**src/rtl/fetch_stage_if.sv**
```systemverilog
// Instruction-memory handshake bundle between fetch_stage and imem.
//   imem_req   : fetch request, address held stable until acknowledged
//   imem_addr  : fetch address
//   imem_ack   : response valid (may arrive in the same cycle as the request)
//   imem_rdata : instruction word, valid together with imem_ack
// master = fetch side, slave = memory side.
interface fetch_stage_if;
  logic        imem_req;
  logic [31:0] imem_addr;
  logic        imem_ack;
  logic [31:0] imem_rdata;

  modport master (
    output imem_req,
    output imem_addr,
    input  imem_ack,
    input  imem_rdata
  );

  modport slave (
    input  imem_req,
    input  imem_addr,
    output imem_ack,
    output imem_rdata
  );
endinterface

```
**src/rtl/fetch_stage.sv**
```systemverilog
// IF stage plus IF/ID pipeline register of a 5-stage RV32I core.
// Owns PCF, runs the req/ack handshake to instruction memory, redirects on
// PCSrcE and obeys StallF/StallD/FlushD from the hazard unit.
//
// Ports
//   clk, rst_n          : clock (rising edge), synchronous active-low reset
//   StallF, StallD      : hold PCF / hold IF/ID register
//   FlushD              : load a bubble into IF/ID (wins over StallD)
//   PCSrcE, PCTargetE   : taken branch/jump resolved in EX and its target
//   imem                : fetch_stage_if.master instruction-memory handshake
//   InstrD, PCD,
//   PCPlus4D, ValidD    : IF/ID register contents presented to decode
//   fetch_cnt,
//   squash_cnt          : performance counters (only with FETCH_PERF_EN)
//
// Configuration macro: FETCH_PERF_EN adds the fetch_cnt/squash_cnt outputs.
module fetch_stage #(
  parameter logic [31:0] RESET_PC  = 32'h0000_0000,
  parameter logic [31:0] NOP_INSTR = 32'h0000_0013
) (
  input  logic                clk,
  input  logic                rst_n,
  input  logic                StallF,
  input  logic                StallD,
  input  logic                FlushD,
  input  logic                PCSrcE,
  input  logic [31:0]         PCTargetE,
  fetch_stage_if.master       imem,
  output logic [31:0]         InstrD,
  output logic [31:0]         PCD,
  output logic [31:0]         PCPlus4D,
  output logic                ValidD
`ifdef FETCH_PERF_EN
  ,
  output logic [31:0]         fetch_cnt,
  output logic [31:0]         squash_cnt
`endif
);

  typedef enum logic [1:0] {
    FETCH = 2'd0,
    HOLD  = 2'd1,
    DRAIN = 2'd2
  } state_t;

  state_t      state, state_nxt;
  logic [31:0] pcf_p0, pcf_nxt;
  logic [31:0] pend_q, pend_nxt;
  logic [31:0] hold_q, hold_nxt;
  logic [31:0] pcf_plus4;
  logic        accept;
  logic        load_word;
  logic        squash;
  logic [31:0] word_sel;

  logic [31:0] instr_p1;
  logic [31:0] pc_p1;
  logic [31:0] pc4_p1;
  logic        vld_p1;

  assign accept    = !StallF && !StallD && !FlushD;
  assign pcf_plus4 = pcf_p0 + 32'd4;

  // PCF never moves while a request is outstanding, so it is also the
  // in-flight address in DRAIN. The request is masked during reset so it
  // only rises once rst_n is released.
  assign imem.imem_addr = pcf_p0;
  assign imem.imem_req  = rst_n && (state != HOLD);

  // ---- IF: fetch FSM next-state logic ----
  always_comb begin
    state_nxt = state;
    pcf_nxt   = pcf_p0;
    pend_nxt  = pend_q;
    hold_nxt  = hold_q;
    load_word = 1'b0;
    squash    = 1'b0;
    word_sel  = imem.imem_rdata;
    case (state)
      FETCH: begin
        if (imem.imem_ack) begin
          if (PCSrcE) begin
            // Wrong-path word: drop it and restart at the target.
            pcf_nxt = PCTargetE;
            squash  = 1'b1;
          end else if (accept) begin
            pcf_nxt   = pcf_plus4;
            load_word = 1'b1;
          end else begin
            // Decode cannot take it yet; park the word and stop requesting.
            hold_nxt  = imem.imem_rdata;
            state_nxt = HOLD;
          end
        end else if (PCSrcE) begin
          // Request must stay up with a frozen address until the memory
          // answers; remember where to go afterwards.
          pend_nxt  = PCTargetE;
          state_nxt = DRAIN;
        end
      end
      HOLD: begin
        if (PCSrcE) begin
          pcf_nxt   = PCTargetE;
          squash    = 1'b1;
          state_nxt = FETCH;
        end else if (accept) begin
          pcf_nxt   = pcf_plus4;
          load_word = 1'b1;
          word_sel  = hold_q;
          state_nxt = FETCH;
        end
      end
      DRAIN: begin
        if (imem.imem_ack) begin
          pcf_nxt   = PCSrcE ? PCTargetE : pend_q;
          squash    = 1'b1;
          state_nxt = FETCH;
        end else if (PCSrcE) begin
          pend_nxt = PCTargetE;
        end
      end
      default: begin
        state_nxt = FETCH;
      end
    endcase
  end

  always_ff @(posedge clk) begin
    if (!rst_n) begin
      state  <= FETCH;
      pcf_p0 <= RESET_PC;
    end else begin
      state  <= state_nxt;
      pcf_p0 <= pcf_nxt;
    end
  end

  // Parking registers carry data only; their contents are meaningless
  // outside DRAIN/HOLD, so they are not reset.
  always_ff @(posedge clk) begin
    pend_q <= pend_nxt;
    hold_q <= hold_nxt;
  end

  // ---- IF/ID boundary ----
  always_ff @(posedge clk) begin
    if (!rst_n) begin
      instr_p1 <= NOP_INSTR;
      pc_p1    <= 32'd0;
      pc4_p1   <= 32'd0;
      vld_p1   <= 1'b0;
    end else if (FlushD) begin
      instr_p1 <= NOP_INSTR;
      vld_p1   <= 1'b0;
    end else if (!StallD) begin
      if (load_word) begin
        instr_p1 <= word_sel;
        pc_p1    <= pcf_p0;
        pc4_p1   <= pcf_plus4;
        vld_p1   <= 1'b1;
      end else begin
        // Bubble keeps the last PC pair so decode-side PC consumers stay stable.
        instr_p1 <= NOP_INSTR;
        vld_p1   <= 1'b0;
      end
    end
  end

  assign InstrD   = instr_p1;
  assign PCD      = pc_p1;
  assign PCPlus4D = pc4_p1;
  assign ValidD   = vld_p1;

`ifdef FETCH_PERF_EN
  always_ff @(posedge clk) begin
    if (!rst_n) begin
      fetch_cnt  <= 32'd0;
      squash_cnt <= 32'd0;
    end else begin
      // A word is counted only if it actually lands in IF/ID.
      if (load_word && !StallD && !FlushD) begin
        fetch_cnt <= fetch_cnt + 32'd1;
      end
      if (squash) begin
        squash_cnt <= squash_cnt + 32'd1;
      end
    end
  end
`endif

endmodule
```
**src/flat_wrapper.sv**
```systemverilog
// flat-port wrapper written by rule: the top's interface ports become plain ports
module fetch_stage_flat 
#(
  parameter logic [31:0] RESET_PC  = 32'h0000_0000,
  parameter logic [31:0] NOP_INSTR = 32'h0000_0013
)
  (clk, rst_n, StallF, StallD, FlushD, PCSrcE, PCTargetE, InstrD, PCD, PCPlus4D, ValidD, imem_imem_req, imem_imem_addr, imem_imem_ack, imem_imem_rdata);
  fetch_stage_if imem_i ();
  input  logic clk;
  input  logic rst_n;
  input  logic StallF;
  input  logic StallD;
  input  logic FlushD;
  input  logic PCSrcE;
  input  logic [31:0] PCTargetE;
  output logic [31:0] InstrD;
  output logic [31:0] PCD;
  output logic [31:0] PCPlus4D;
  output logic ValidD;
  output wire logic [$bits(imem_i.imem_req)-1:0] imem_imem_req;
  output wire logic [$bits(imem_i.imem_addr)-1:0] imem_imem_addr;
  input wire logic [$bits(imem_i.imem_ack)-1:0] imem_imem_ack;
  input wire logic [$bits(imem_i.imem_rdata)-1:0] imem_imem_rdata;
  assign imem_imem_req = imem_i.imem_req;
  assign imem_imem_addr = imem_i.imem_addr;
  assign imem_i.imem_ack = imem_imem_ack;
  assign imem_i.imem_rdata = imem_imem_rdata;
  fetch_stage #(.RESET_PC(RESET_PC), .NOP_INSTR(NOP_INSTR)) u_core (.clk(clk), .rst_n(rst_n), .StallF(StallF), .StallD(StallD), .FlushD(FlushD), .PCSrcE(PCSrcE), .PCTargetE(PCTargetE), .imem(imem_i), .InstrD(InstrD), .PCD(PCD), .PCPlus4D(PCPlus4D), .ValidD(ValidD));
endmodule
```
**config.mk**
```make
export PLATFORM = sky130hd
export DESIGN_NAME = fetch_stage_flat
export DESIGN_NICKNAME = d
export VERILOG_FILES = /design/src/rtl/fetch_stage_if.sv /design/src/rtl/fetch_stage.sv /design/src/flat_wrapper.sv
export SDC_FILE = /design/constraint.sdc
export NUM_CORES = 1
export LEC_CHECK = 0
export ABC_AREA = 1
export CAP_MARGIN = 10
export CORE_MARGIN = 4
export CORE_UTILIZATION = 30
export DETAILED_ROUTE_END_ITERATION = 7
export PLACE_DENSITY = 0.62
export SLEW_MARGIN = 10
export SYNTH_ARGS = -nofsm -noshare
export SYNTH_HDL_FRONTEND = slang
export SYNTH_SLANG_ARGS = --single-unit
export TNS_END_PERCENT = 20
```
**constraint.sdc**
```tcl
create_clock -name clk -period 3.1 [get_ports clk]
set_clock_uncertainty 0.1 [all_clocks]
set_input_delay 0.62 -clock clk [delete_from_list [all_inputs] [get_ports clk]]
set_output_delay 0.62 -clock clk [all_outputs]
set_load 0.03 [all_outputs]
```
==> results.sh <==
export IMPL_p_int_mw=4.298
export IMPL_gr_total_overflow=0
export IMPL_power_switching_mw=1.690
export IMPL_r2r_slack_ps=1000
export IMPL_worst_pin_slew_ps=1016
export IMPL_grt_max_degree=82
export IMPL_htreeDepth=4
export IMPL_num_rows=62
export IMPL_ff2ff_path_depth=10
export IMPL_syn2layout_area_growth_pct=34.26
export IMPL_via_per_inst=4.724
export IMPL_dp_hpwl_mm=20.20
export IMPL_drive_above_1_share=0.05007
export IMPL_syn_area_um2=8736
export IMPL_slowest_stage="clkdlybuf4s50_1"
export IMPL_power_mw=5.988
export IMPL_seq_power_share=0.474
export IMPL_slew_headroom=0.3217
export IMPL_hold_start="u_core.InstrD[31]"
export IMPL_vdd_drop_max_v=0.0003394
export IMPL_grt_pass1_vias=7619
export IMPL_cp_top_family="buffers and inverters"
export IMPL_start_kind="flip-flop"
export IMPL_cts_buffer_depth=2
export IMPL_cts_root_buf="clkbuf_16"
export IMPL_drv_slew=0
export IMPL_antenna_left=0
export IMPL_timing_fmax_ghz=0.4080
export IMPL_num_vias=8234
export IMPL_core_um2=28700
export IMPL_synth_distinct_cells=28
export IMPL_fin_area_um2=11730
export IMPL_ctsHoldBuffers=0
export IMPL_min_period_over_period=0.7906
export IMPL_fillers=2938
export IMPL_clkPwrFrac=0.388
export IMPL_grt_use_total=0.1755
export IMPL_die_h_um=178.6
export IMPL_crit_buf_inv=1
export IMPL_path_clk_slew_ps=70
export IMPL_ys_warnings_count=0
export IMPL_post_cts_buffers=0
export IMPL_synth_cells=1172
export IMPL_worstPathCellList="clkdlybuf4s50_1"
export IMPL_drt_pass1_iterations=5
export IMPL_synth_fp_nets=1244
export IMPL_holdPathStages=2
export IMPL_wl_per_cell_um=16.38
export IMPL_yosys_area_top_type="dfxtp_1"
export IMPL_comb_power_share=0.138
export IMPL_numCtsBuffers=17
export IMPL_layout_nets=1417
export IMPL_min_path_type="reg -> reg"
export IMPL_critPathKind="reg -> out"
export IMPL_leakagePower_nw=4.717
export IMPL_cts_tree="built"
export IMPL_port_buffers=200
export IMPL_syn_avg_cell_area_um2=7.454
export IMPL_synth_seq_cells=193
export IMPL_path_max_fanout=6
export IMPL_powerDensity_nw_per_um2=510.5
export IMPL_post_route_drc_count=0
export IMPL_period_needed_ps=2451
export IMPL_start_util=0.3044
export IMPL_final_hold_viol_count=0
export IMPL_yosysSeqAreaShare=0.5156
export IMPL_swShare=0.2822
export IMPL_crit_path_end_kind="output port"
export IMPL_dpl_cell_area_um2=11120
export IMPL_seqCellArea_um2=4504
export IMPL_outcome="finished clean"
export IMPL_cp_slowest_stage_delay_ps=760
export IMPL_maxCapViolations=0
export IMPL_routabilityCongestion=0.8643
export IMPL_rr_endpoint="u_core.PCPlus4D[30]"
export IMPL_setup_violations=0
export IMPL_synth_top_area_share=0.2956
export IMPL_rsz0062_at_grt="false"
export IMPL_die_w_um=178.6
export IMPL_hold_end="u_core.InstrD[31]"
export IMPL_crit_required_ps=2380
export IMPL_clock_sinks=193
export IMPL_cts_repair_resized=0
export IMPL_arrival_ps=1730
export IMPL_first_iter_violations=684
export IMPL_clock_latency_ps=430
export IMPL_antenna_found_initial=0
export IMPL_io_pins=201
export IMPL_finalCoreUtilization=0.4086
export IMPL_synthTopCellsByArea="dfxtp_1, edfxtp_1, nand2_1, nor2_1, o21ai_0"
export IMPL_r2r_start="u_core.imem.imem_addr[3]"
export IMPL_grt_first_pass_wirelength_mm=43.62
export IMPL_setup_tns_ps=0
export IMPL_multi_input_area_um2=3657
export IMPL_die_area_um2=31910
export IMPL_wl_mm=28.55
cell usage in the layout, fill, tap and decap left out, types with 3 or more instances in the layout:
| cell type | n |
|---|---|
| nand2_1 | 331 |
| nor2_1 | 208 |
| clkdlybuf4s50_1 | 198 |
| dfxtp_1 | 129 |
| o21ai_0 | 128 |
| a21oi_1 | 86 |
| inv_1 | 67 |
| edfxtp_1 | 64 |
| o21ai_1 | 19 |
| nand3_1 | 19 |
| buf_4 | 18 |
| clkbuf_16 | 17 |
| xor2_1 | 13 |
| o22ai_1 | 13 |
| nor2_2 | 5 |
| inv_6 | 5 |
| buf_12 | 4 |
| clkinv_1 | 3 |
| inv_2 | 3 |
| nor2_4 | 3 |
| o221ai_1 | 3 |
area by class of cell:
cell class	count	area share
flip-flops and latches	193	0.3840
diodes	1	0.0002134
well taps	384	0.04096
clock buffers	19	0.03776
clock inverters	13	0.01408
inverters	73	0.02336
repair buffers	221	0.1878
multi-input cells	839	0.3118
through the flow:
stage | hold WS, ps | worst slack [ps] | cells
detailed placement | 354.7 | 425.4 | 1710
finish | 365.5 | 649.2 | 1743
global placement | 348.3 | 488.9 | 1710
floorplan | 363.2 | 122.1 | 1172
global route | 379.0 | 595.0 | 1742
CTS | 364.1 | 654.6 | 1742
power by group through the flow:
| stage | combinational (mW) | sequential, mW | clock (mW) |
|---|---|---|---|
| 2_1_floorplan | 0.348 | 2.98 | 0 |
| 3_3_place_gp | 0.823 | 2.89 | 0 |
| 3_5_place_dp | 0.831 | 2.89 | 0 |
| 4_1_cts | 0.837 | 2.83 | 2.36 |
| 5_1_grt | 0.906 | 2.85 | 2.48 |
| 6_report | 0.829 | 2.84 | 2.32 |
worst min-delay path, stage by stage, from the launching register on:
cell and delay [ps]:
dfxtp_1 320, nand2_1 50, a21oi_1 50
worst max path at each step:
stage,startpoint,end,slack (ps),depth (start not counted)
5_1_grt,u_core.imem.imem_addr[12],imem_imem_addr[12],590,1
3_3_place_gp,StallD,u_core.PCPlus4D[25],490,11
4_1_cts,u_core.imem.imem_addr[7],imem_imem_addr[7],650,1
3_5_place_dp,PCSrcE,u_core.InstrD[22],430,8
2_1_floorplan,imem_imem_ack,u_core.PCPlus4D[10],120,6
6_report,u_core.imem.imem_addr[12],imem_imem_addr[12],650,1
state kept, by name, summed over array words and instances, names as in the netlist:
register,flops
u_core.PCPlus4D,30
u_core.state,2
u_core.hold_q,32
u_core.InstrD,32
u_core.ValidD,1
u_core.pend_q,32
u_core.PCD,32
u_core.imem.imem_addr,32
logic make-up after synthesis:
family          Yosys count  synth area share
flops                   193            0.5156
fa+ha+maj                 1          0.001432
xor+xnor                 15           0.01504
simple gates            571            0.2522
buf+inv                 140           0.06689
compound gates          252            0.1488
cell usage after synthesis:
| library cell | n |
|---|---|
| nor2_4 | 2 |
| inv_1 | 67 |
| nand2_1 | 331 |
| xnor2_1 | 2 |
| nor2_1 | 210 |
| buf_2 | 17 |
| clkinv_1 | 3 |
| o21ai_1 | 19 |
| o2111ai_1 | 1 |
| o221ai_1 | 3 |
| o22ai_1 | 13 |
| a21oi_2 | 1 |
| nand2_2 | 2 |
| inv_2 | 3 |
| edfxtp_1 | 64 |
| nor3_1 | 1 |
| ha_1 | 1 |
| o21ai_0 | 128 |
| clkbuf_1 | 42 |
| xor2_1 | 13 |
| nand3_1 | 19 |
| buf_6 | 2 |
| dfxtp_1 | 129 |
| and2_1 | 2 |
| a21oi_1 | 86 |
| a211o_1 | 1 |
| buf_4 | 6 |
| nor2_2 | 4 |
per-layer routing:
layer,GRT usage,wire length (µm),vias to the layer above
met5,0,0,-
met4,0.03550,389,0
met3,0.04833,2350,21
met2,0.2764,12830,310
met1,0.2429,12980,3769
li1,-,-,4134
Power figures use the tool's default switching activity.
